`src/rtl/trap_controller.sv`:
```
// User-mode trap sequencer: saves uepc/ucause/utval/ustatus, redirects the PC,
// handles uret and ebreak halt/resume.
module trap_controller #(
  parameter int unsigned VECTORED_EN = 1
) (
  input  logic        iCLK,
  input  logic        iRST_n,
  input  logic        iEcall,
  input  logic        iEbreak,
  input  logic        iInvInstruction,
  input  logic        iUret,
  input  logic        iExtIrq,
  input  logic [31:0] iPC,
  input  logic [31:0] iInstr,
  input  logic [31:0] iUstatus,
  input  logic [31:0] iUtvec,
  input  logic [31:0] iUepc,
  input  logic        iResume,
  output logic        oStall,
  output logic        oCSRWe,
  output logic [11:0] oCSRAddr,
  output logic [31:0] oCSRData,
  output logic        oPCLoad,
  output logic [31:0] oPCValue,
  output logic        oHalted
);

  typedef enum logic [2:0] {
    IDLE,
    S_EPC,
    S_CAUSE,
    S_TVAL,
    S_STATUS,
    S_JUMP,
    RET,
    HALT
  } state_e;

  localparam logic [31:0] CAUSE_ILL = 32'd2;
  localparam logic [31:0] CAUSE_ECALL = 32'd8;
  localparam logic [31:0] CAUSE_IRQ = 32'h8000_0008;

  state_e      state_q;
  logic [31:0] pc_q;
  logic [31:0] cause_q;
  logic [31:0] tval_q;

  logic take_ill;
  logic take_ebrk;
  logic take_ecall;
  logic take_uret;
  logic take_irq;
  logic any_req;

  // One-hot after priority resolution, so the decoder below can be unique.
  always_comb begin
    take_ill   = iInvInstruction;
    take_ebrk  = iEbreak & ~iInvInstruction;
    take_ecall = iEcall & ~iEbreak & ~iInvInstruction;
    take_uret  = iUret & ~iEcall & ~iEbreak & ~iInvInstruction;
    take_irq   = iExtIrq & iUstatus[0] & ~iUret & ~iEcall
               & ~iEbreak & ~iInvInstruction;
    any_req    = take_ill | take_ebrk | take_ecall
               | take_uret | take_irq;
  end

  logic [31:0] tvec_base;
  logic        vec_hit;
  logic [31:0] jump_pc;

  always_comb begin
    tvec_base = {iUtvec[31:2], 2'b00};
    vec_hit   = (VECTORED_EN != 0) && (iUtvec[1:0] == 2'b01)
              && cause_q[31];
    jump_pc   = vec_hit ? tvec_base + 32'd32 : tvec_base;
  end

  always_ff @(posedge iCLK or negedge iRST_n) begin
    if (!iRST_n) begin
      state_q <= IDLE;
      pc_q    <= '0;
      cause_q <= '0;
      tval_q  <= '0;
    end else begin
      unique case (state_q)
        IDLE: begin
          unique case (1'b1)
            take_ill: begin
              pc_q    <= iPC;
              cause_q <= CAUSE_ILL;
              tval_q  <= iInstr;
              state_q <= S_EPC;
            end
            take_ebrk: begin
              pc_q    <= iPC;
              state_q <= HALT;
            end
            take_ecall: begin
              pc_q    <= iPC;
              cause_q <= CAUSE_ECALL;
              tval_q  <= '0;
              state_q <= S_EPC;
            end
            take_uret: state_q <= RET;
            take_irq: begin
              pc_q    <= iPC;
              cause_q <= CAUSE_IRQ;
              tval_q  <= '0;
              state_q <= S_EPC;
            end
            default: state_q <= IDLE;
          endcase
        end
        S_EPC:    state_q <= S_CAUSE;
        S_CAUSE:  state_q <= S_TVAL;
        S_TVAL:   state_q <= S_STATUS;
        S_STATUS: state_q <= S_JUMP;
        S_JUMP:   state_q <= IDLE;
        RET:      state_q <= IDLE;
        HALT:     if (iResume) state_q <= IDLE;
        default:  state_q <= IDLE;
      endcase
    end
  end

  always_comb begin
    oStall   = 1'b0;
    oCSRWe   = 1'b0;
    oCSRAddr = '0;
    oCSRData = '0;
    oPCLoad  = 1'b0;
    oPCValue = '0;
    oHalted  = 1'b0;
    unique case (state_q)
      IDLE: oStall = any_req & iRST_n;
      S_EPC: begin
        oStall   = 1'b1;
        oCSRWe   = 1'b1;
        oCSRAddr = 12'h041;
        oCSRData = pc_q;
      end
      S_CAUSE: begin
        oStall   = 1'b1;
        oCSRWe   = 1'b1;
        oCSRAddr = 12'h042;
        oCSRData = cause_q;
      end
      S_TVAL: begin
        oStall   = 1'b1;
        oCSRWe   = 1'b1;
        oCSRAddr = 12'h043;
        oCSRData = tval_q;
      end
      S_STATUS: begin
        oStall   = 1'b1;
        oCSRWe   = 1'b1;
        oCSRAddr = 12'h000;
        oCSRData = {iUstatus[31:5], iUstatus[0],
                    iUstatus[3:1], 1'b0};
      end
      S_JUMP: begin
        oStall   = 1'b1;
        oPCLoad  = 1'b1;
        oPCValue = jump_pc;
      end
      RET: begin
        oStall   = 1'b1;
        oCSRWe   = 1'b1;
        oCSRAddr = 12'h000;
        oCSRData = {iUstatus[31:5], 1'b1,
                    iUstatus[3:1], iUstatus[4]};
        oPCLoad  = 1'b1;
        oPCValue = iUepc;
      end
      HALT: begin
        oStall  = 1'b1;
        oHalted = 1'b1;
        if (iResume) begin
          oPCLoad  = 1'b1;
          oPCValue = pc_q + 32'd4;
        end
      end
      default: oStall = 1'b0;
    endcase
  end

endmodule

```
`config.mk`:
```
export PLATFORM = sky130hd
export DESIGN_NAME = trap_controller
export DESIGN_NICKNAME = d
export VERILOG_FILES = /design/src/rtl/trap_controller.sv
export SDC_FILE = /design/constraint.sdc
export NUM_CORES = 1
export LEC_CHECK = 0
export BUFFER_PORTS_ARGS = -buffer_cell sky130_fd_sc_hd__buf_4
export CORE_UTILIZATION = 47
export DETAILED_ROUTE_END_ITERATION = 12
export PLACE_DENSITY_LB_ADDON = 0.1
export SLEW_MARGIN = 20
export SYNTH_ARGS = -nofsm -noshare
export SYNTH_HDL_FRONTEND = slang
export SYNTH_SLANG_ARGS = --single-unit
```
`constraint.sdc`:
```
create_clock -name iCLK -period 3.24 [get_ports iCLK]
set_clock_uncertainty 0.15 [all_clocks]
set_input_delay 0.648 -clock iCLK [delete_from_list [all_inputs] [get_ports iCLK]]
set_output_delay 0.648 -clock iCLK [all_outputs]
set_load 0.02 [all_outputs]
```
# --- Word-level counts from Yosys, hierarchy flattened ---
# Cells that the tools add are included.
classes:
  bitwise_logic: 20
  n_eq_ne: 9
  n_reduce_logical: 13
  mux: 15
  n_addsub: 2
ops:
  columns: ["cell", "count"]
  rows:
  - ["$pmux W32 S3", 2]
  - ["$pmux W32 S5", 1]
  - ["$mux W32", 2]
  - ["$pmux W32 S2", 1]
  - ["$add A32 B3 Y32 const B", 1]
  - ["$add A32 B6 Y32 const B", 1]
  - ["$pmux W3 S7", 1]
  - ["$pmux W7 S3", 1]
  - ["$and A1 B1 Y1", 12]
  - ["$eq A3 B3 Y1 const B", 4]
  - ["$pmux W3 S3", 1]
  - ["$reduce_or A7 Y1", 1]
  - ["$eq A3 B2 Y1 const B", 2]
  - ["$reduce_and A2 Y1", 3]
  - ["$reduce_or A5 Y1", 1]
  - ["$not A1 Y1", 4]
  - ["$or A1 B1 Y1", 4]
  - ["$pmux W1 S2", 2]
  - ["$reduce_or A2 Y1", 2]
  - ["$reduce_or A4 Y1", 1]
  - ["$eq A3 B1 Y1 const B", 1]
  - ["$logic_not A3 Y1", 1]
  - ["$mux W1", 3]
  - ["$mux W3", 1]
  - ["6 further kinds", 6]
word_totals:
  wordCells: 63
  input_bits: 168
  reg_bits: 99

# --- Longest topological paths before layout ---
# Gate-level depths: netlist of run 1.
depth:
  word_depth: 8
  mapped_depth: 7

# --- Worst setup path after synthesis of run 1 ---
# OpenSTA, ideal clock, no wires.
synth_timing:
  kind: "in2out"
  start: "input port iUtvec[1]"
  end: "output port oPCValue[18]"
  path_stages: 5
  arrival_ns: 2.249
  path_slack_ns: 0.193
  path_cell_list: "nand4b_1 nor4_4 nand3_1 xor2_1 o21ai_0"
synth_between:
  elab_chain_len: 4
synth_rtl:
  columns: ["item", "line_no", "source"]
  rows:
  - ["from (decl)", "16", "input logic [31:0] iUtvec,"]
  - ["$eq A2 B1 Y1", "73", "vec_hit = (VECTORED_EN != 0) && (iUtvec[1:0] == 2'b01)"]
  - ["$logic_and A1 B1 Y1", "74", "&& cause_q[31];"]
  - ["$mux W32", "75", "jump_pc = vec_hit ? tvec_base + 32'd32 : tvec_base;"]
  - ["$pmux W32 S3", "134", "unique case (state_q)"]
  - ["to (decl)", "24", "output logic [31:0] oPCValue,"]
# Every way passes these cells.

# --- Final worst setup path of run 1 ---
layout_timing:
  start: "register pc_q[7]"
  end: "output port oPCValue[28]"
layout_between:
  elab_chain_len: 3
layout_rtl:
  columns: ["item", "line_no", "source"]
  rows:
  - ["from (decl)", "44", "logic [31:0] pc_q;"]
  - ["from (signal assigned)", "89", "pc_q <= iPC;"]
  - ["from (signal assigned)", "95", "pc_q <= iPC;"]
  - ["from (signal assigned)", "99", "pc_q <= iPC;"]
  - ["$add A32 B3 Y32", "180", "oPCValue = pc_q + 32'd4;"]
  - ["$mux W32", "178", "if (iResume) begin"]
  - ["$pmux W32 S3", "134", null]
# Every way passes these cells.

==> reports/metrics.cfg, run 1 <==
[routing]
drc = 0
initialDrtViolationCount = 311
wl_um = 18490
wl_per_cell_um = 19.00
ant_nets = 0
num_vias = 5668
dr.pass1.iters = 4
viasPerCell = 5.825

[yosys]
synthTopCellsByCount = dfrtp_1 (70), nand2_1 (68), o21ai_0 (54)
synth.largest_area_cell = dfrtp_1
synth_edf_count = 0
syn_area_mm2 = 0.005064
yosysTopAreaCellShare = 0.3459
synthCells = 570
post-synth-top-count-cell = dfrtp_1
synth_warnings = 0
synthTopCellsByArea = dfrtp_1 (35%), mux2i_1 (6.7%), mux2_2 (6.4%)
ys_types = 54
synth-async-reset-ratio = 1.000
synth_seq_area_share = 0.3459
synth-main-ff-cell = dfrtp_1
syn_area_per_cell_um2 = 8.884
ys_seq_elements = 70

[cts]
cts_tree = built
insertion_delay_ns = 0.36
cts.sinks = 70
clock_path_buffers = 2
htree_num_levels = 3
root_buffer = clkbuf_8
cts.clk_slew.worst_paths_ns = 0.07
cts_buffers = 9
cts_hold_buf = 0

[run]
maxCapViolCount = 0

[global_route]
grt_pass1_vias = 5545
grt_max_degree = 71
antenna_found_initial = 0
grt_pass1_wl_um = 28750
grt-ovfl-total = 0
grt_use_total = 0.3303

[power]
combPwrFrac = 0.616
power_switching_mw = 3.014
p_seq_frac = 0.265
p_int_mw = 3.632
leakage_nw = 3.517
netSwitchingFraction = 0.4535
power_density_mw_per_mm2 = 877.9
power_frac_clock = 0.119
irDropWorstVdd_v = 0.0005290

[die]
core_area_mm2 = 0.01037
die_w_um = 105.8
die_area_mm2 = 0.01119
rows = 37
io_pins = 248
fp.dieH_um = 105.8
start_util = 0.4883

[setup_path]
slowest_stage = or4_4
critPathMostFrequentCell = or4_4
cp.arrival_ns = 2.44
worstPathRequired_ns = 2.44
cp-end-kind = output pin
r2r_slack_ns = 0.55
crit_fanout = 6
start_kind = register
cp_cell_sequence = nand4_1 > or4_4 > or4_4 > a21oi_2 > a221o_1 > buf_6
crit_buf_inv = 1
path_class = register to output pin
critical-path-max-stage-delay_ns = 0.60
crit_family = simple AND/OR/NAND/NOR gates

[sta]
slew_headroom = 0.3936
max_freq_mhz = 308.4
finalCriticalPeriod_ns = 3.242
fin_ws_ns = -0.002083
timing.final.crit_share = 1.001
fin_setup_tns_ns = -0.003370
setup_viol = 2
holdWs_ns = 0.3277
worstMarginPinSlew_ns = 0.9096
grt_setup_unrepaired = true
finalHoldViolCount = 0
slew_viol_final = 0

[finish]
area_growth_pct = 49.49
drive_above_1_share = 0.4337
num_antenna_cells = 0
fin_nets = 1002
utilization = 0.7300

[placement]
port_buffers = 238
place_hpwl_um = 14010
place.gp.congestion = 0.8885

[status]
status = finished with violations
violations = setup timing

[worst_hold_path]
hold_class = primary input to async pin

[worst reg2reg max path, delay by kind of cell, from the launching register on]
kind	cells	cell delay, ns
buffers and inverters	3	0.73
AND/OR/NAND/NOR	2	0.93
multiplexers	1	0.36
flip-flops	1	0.40
[per-stage QoR]
stage / instances / total power, mW / setup slack, ns / cell area (um2)
floorplan: 578 / 3.961 / 0.1927 / 5094
global placement: 942 / 5.507 / 0.06553 / 7119
detailed placement: 942 / 5.600 / 0.02488 / 7119
CTS: 964 / 6.486 / 0.0007576 / 7436
global route: 973 / 6.990 / -0.05832 / 7570
finish: 973 / 6.646 / -0.002083 / 7570
[cell type report]
cell class | instances | area (um2)
flip-flops and latches | 70 | 1760
clock buffers | 12 | 145.1
fillers | 807 | 2800
well taps | 136 | 170.2
repair buffers | 285 | 2160
multi-input cells | 452 | 3212
clock inverters | 4 | 70.07
inverters | 14 | 52.55
[sequential cells by signal, indices dropped and copies added, names as in the netlist]
register / count
pc_q: 32
tval_q: 32
cause_q: 3
state_q: 3
[repair_timing]
item / in CTS / in global routing
pin swaps: 5 / 5
setup buffers: 5 / 9
gates resized for setup: 12 / 20
endpoints found under the setup margin: 8 / 36
cloned: 1 / 0
[metal layers]
layer  track usage  vias up  wire length [um]
met5             0        -                 0
met4        0.1468        0               646
li1              -     2620                 -
met2        0.5373      290              8647
met1        0.4287     2708              7744
met3       0.05875       50              1448
[power by group through the flow]
stage,combinational (mW),clock [mW],sequential [mW]
after floorplan,2.36,0,1.60
after global placement,3.79,0,1.72
after detailed placement,3.86,0,1.74
after CTS,3.95,0.798,1.74
after global routing,4.36,0.832,1.80
final,4.09,0.789,1.76
[final timing paths]
check	startpoint	to	depth (start not counted)
setup / recovery	pc_q[7]	oPCValue[28]	6
hold / removal	iRST_n	tval_q[2]	2
setup reg to reg	state_q[1]	pc_q[21]	6
hold reg to reg	tval_q[11]	tval_q[11]	1
max in group asynchronous	iRST_n	pc_q[14]	2
min in group iCLK	tval_q[11]	tval_q[11]	1
[cell usage in the layout (no fill, tap or decap), types with 4 or more instances in the layout]
master    count
a22o_1       34
buf_4       282
xnor2_1      22
dfrtp_1      63
xor2_1       23
a21oi_1      11
nor3_1       10
and4_1        4
o221ai_1      6
and3_1        8
o211ai_1      4
a22oi_1      12
nand3_1      23
or3_1         4
o21ai_0      52
nor2_1       19
nand2_1      68
or4_4         6
nor4_1        5
inv_1        14
nand4_1      12
a221o_1       7
a21oi_2       4
and2_1        4
mux2i_1      34
conb_1        9
clkbuf_8     10
dfrtp_2       7
mux2_2       29
[cells by family (layout without fill, tap and decap cells)]
logic type | after synthesis | count (layout) | share of synthesized area
AND/OR/NAND/NOR | 186 | 187 | 0.1917
AO/OA/AOI/OAI | 145 | 145 | 0.1937
flip-flops | 70 | 70 | 0.3459
multiplexers | 63 | 63 | 0.1317
buffers and inverters | 57 | 315 | 0.05164
XOR/XNOR | 46 | 46 | 0.07956
adder cells (fa/ha/maj) | 2 | 2 | 0.004941
other | 1 | 9 | 0.0007406
Power figures use the tool's default switching activity.
==> inputs of run 2 (changes only) <==
--- a/config.mk
+++ b/config.mk
@@ -5,7 +5,7 @@
 export SDC_FILE = /design/constraint.sdc
 export NUM_CORES = 1
 export LEC_CHECK = 0
-export BUFFER_PORTS_ARGS = -buffer_cell sky130_fd_sc_hd__buf_4
+export BUFFER_PORTS_ARGS = -buffer_cell sky130_fd_sc_hd__buf_2
 export CORE_UTILIZATION = 47
 export DETAILED_ROUTE_END_ITERATION = 12
 export PLACE_DENSITY_LB_ADDON = 0.1
==> constraint.sdc (replaced) <==
create_clock -name iCLK -period 3.24 [get_ports iCLK]
set_clock_uncertainty 0.15 [all_clocks]
set_input_delay 0.648 -clock iCLK [delete_from_list [all_inputs] [get_ports iCLK]]
set_output_delay 0.648 -clock iCLK [all_outputs]
set_load 0.1 [all_outputs]
==> reports/metrics.cfg, run 2 (synthesis results as in run 1) <==
[routing]
wl_per_cell_um = 19.20  ; +1.0%
dr.pass1.iters = 5  ; +1
drc = 0  ; unchanged
viasPerCell = 5.894  ; +1.2%
ant_nets = 0  ; unchanged
wl_um = 18640  ; +0.83%
num_vias = 5723  ; +0.97%
initialDrtViolationCount = 417  ; +34%

[placement]
place_hpwl_um = 14370  ; +2.6%
port_buffers = 238  ; unchanged
place.gp.congestion = 1.028  ; +16%
pre_cts_ws_ns = 0.05633  ; +0.03145 ns

[finish]
reg.largest.list = pc_q x32, tval_q x32
num_antenna_cells = 0  ; unchanged
fin_nets = 1000  ; -0.20%
final_cell_mix = buf_2 (183), nand2_1 (68), dfrtp_1 (61)
drive_above_1_share = 0.4874  ; +0.05373
mostFrequentLayoutCell = buf_2
area_growth_pct = 51.42

[die]
die_area_mm2 = 0.01119  ; unchanged
die_w_um = 105.8  ; unchanged
fp.dieH_um = 105.8  ; unchanged
start_util = 0.4883  ; unchanged
core_area_mm2 = 0.01037  ; unchanged
rows = 37  ; unchanged
io_pins = 248  ; unchanged

[power]
leakage_nw = 3.475  ; -1.2%
power_density_mw_per_mm2 = 1253  ; +43%
p_seq_frac = 0.183  ; -0.082
power_switching_mw = 5.826  ; +93%
combPwrFrac = 0.751  ; +0.135
netSwitchingFraction = 0.6064  ; +0.1530
irDropWorstVdd_v = 0.001058  ; +100%
power_frac_clock = 0.065  ; -0.054
p_int_mw = 3.781  ; +4.1%

[sta]
holdWs_ns = 0.3387  ; +0.01094 ns
max_freq_mhz = 306.8  ; -0.53%
finalCriticalPeriod_ns = 3.259  ; +0.01727 ns
fin_ws_ns = -0.01935  ; -0.01727 ns
setup_viol = 1  ; -1
slew_viol_final = 0  ; unchanged
finalHoldViolCount = 0  ; unchanged
grt_setup_unrepaired = true
worstMarginPinSlew_ns = 0.8678  ; -0.04174 ns
timing.final.crit_share = 1.006  ; +0.005331
slew_headroom = 0.4214  ; +0.02783
fin_setup_tns_ns = -0.01935  ; -0.01598 ns

[setup_path]
start_kind = register
worstPathRequired_ns = 2.44  ; about the same
cp.arrival_ns = 2.46  ; +0.02 ns
crit_fanout = 6  ; unchanged
r2r_slack_ns = 0.81  ; +0.26 ns
path_class = register to output pin
cp-end-kind = output pin
reg2regPathDepth = 5  ; -1

[global_route]
antenna_found_initial = 0  ; unchanged
grt_pass1_wl_um = 28900  ; +0.53%
grt_pass1_vias = 5655  ; +2.0%
grt-ovfl-total = 0  ; unchanged
grt_max_degree = 71  ; unchanged
grt_use_total = 0.3352  ; +0.004878

[cts]
root_buffer = clkbuf_8
cts_hold_buf = 0  ; unchanged
cts_tree = built
cts.sinks = 70  ; unchanged
htree_num_levels = 3  ; unchanged
insertion_delay_ns = 0.35  ; about the same
cts_buffers = 9  ; unchanged
clock_path_buffers = 2  ; unchanged
cts.clk_slew.worst_paths_ns = 0.08  ; about the same

[worst_hold_path]
hold_class = register to register
min_path_cells = 1

[status]
status = finished with violations
violations = setup timing

[run]
maxCapViolCount = 0  ; unchanged

## run 2: changes by cell type in the layout (fill, tap and decap cells not counted), sizes merged
cell	before	now
clkinvlp	0	1
clkbuf	12	38
bufinv	2	0
clkinv	2	1
inv	14	13
buf	285	260
## run 2: worst paths after layout
kind | start | end
max | pc_q[3] | oPCValue[30]
min | cause_q[1] | cause_q[1]
max reg2reg | state_q[1] | pc_q[20]
min reg2reg | cause_q[1] | cause_q[1]
max in group asynchronous | iRST_n | pc_q[17]
min in group asynchronous | iRST_n | tval_q[6]
## run 2: final cells by class
class                   instances  area [um2]
fillers                       789        2703
clock inverters                 1       5.005
inverters                      14       56.30
repair buffers                283        2071
clock buffers                  15       166.4
flip-flops and latches         70        1763
well taps                     136       170.2
multi-input cells             452        3436
## run 2: power groups by stage
| stage | logic, mW | registers [mW] | clock network (mW) |
|---|---|---|---|
| after floorplan | 5.27 | 1.60 | 0 |
| after global routing | 7.50 | 1.80 | 0.676 |
| final | 7.22 | 1.76 | 0.629 |
| after global placement | 6.79 | 1.75 | 0 |
| after CTS | 7.06 | 1.74 | 0.640 |
| after detailed placement | 6.88 | 1.77 | 0 |
## run 2: metal layers
metal  track usage  share of wire
met5             0              0
met1        0.4229           0.40
met3       0.05875          0.074
met4        0.1577          0.041
met2        0.5560           0.48
## run 2: critical path, stage by stage (launching register included)
cell and delay (ns):
dfrtp_1 0.40, ha_4 0.17, nand4_4 0.11, or4_4 0.49
or4_4 0.44, a21oi_2 0.16, a221o_2 0.16, buf_12 0.18
## run 2: repair_timing
action	in CTS	in global routing
buffers inserted	11	4
endpoints found under the setup margin	12	40
gates cloned	1	0
endpoints found under the hold margin	0	0
resized for setup	22	36
pin swaps	7	2
## run 2: through the flow
| stage | utilization | total power, mW | std cells | area (um2) |
|---|---|---|---|---|
| 6_report | 0.7394 | 9.608 | 971 | 7667 |
| 4_1_cts | 0.7265 | 9.448 | 967 | 7533 |
| 3_5_place_dp | 0.6940 | 8.651 | 939 | 7197 |
| 3_3_place_gp | 0.6940 | 8.537 | 939 | 7197 |
| 2_1_floorplan | - | 6.872 | 578 | 5340 |
| 5_1_grt | 0.7394 | 9.982 | 971 | 7667 |
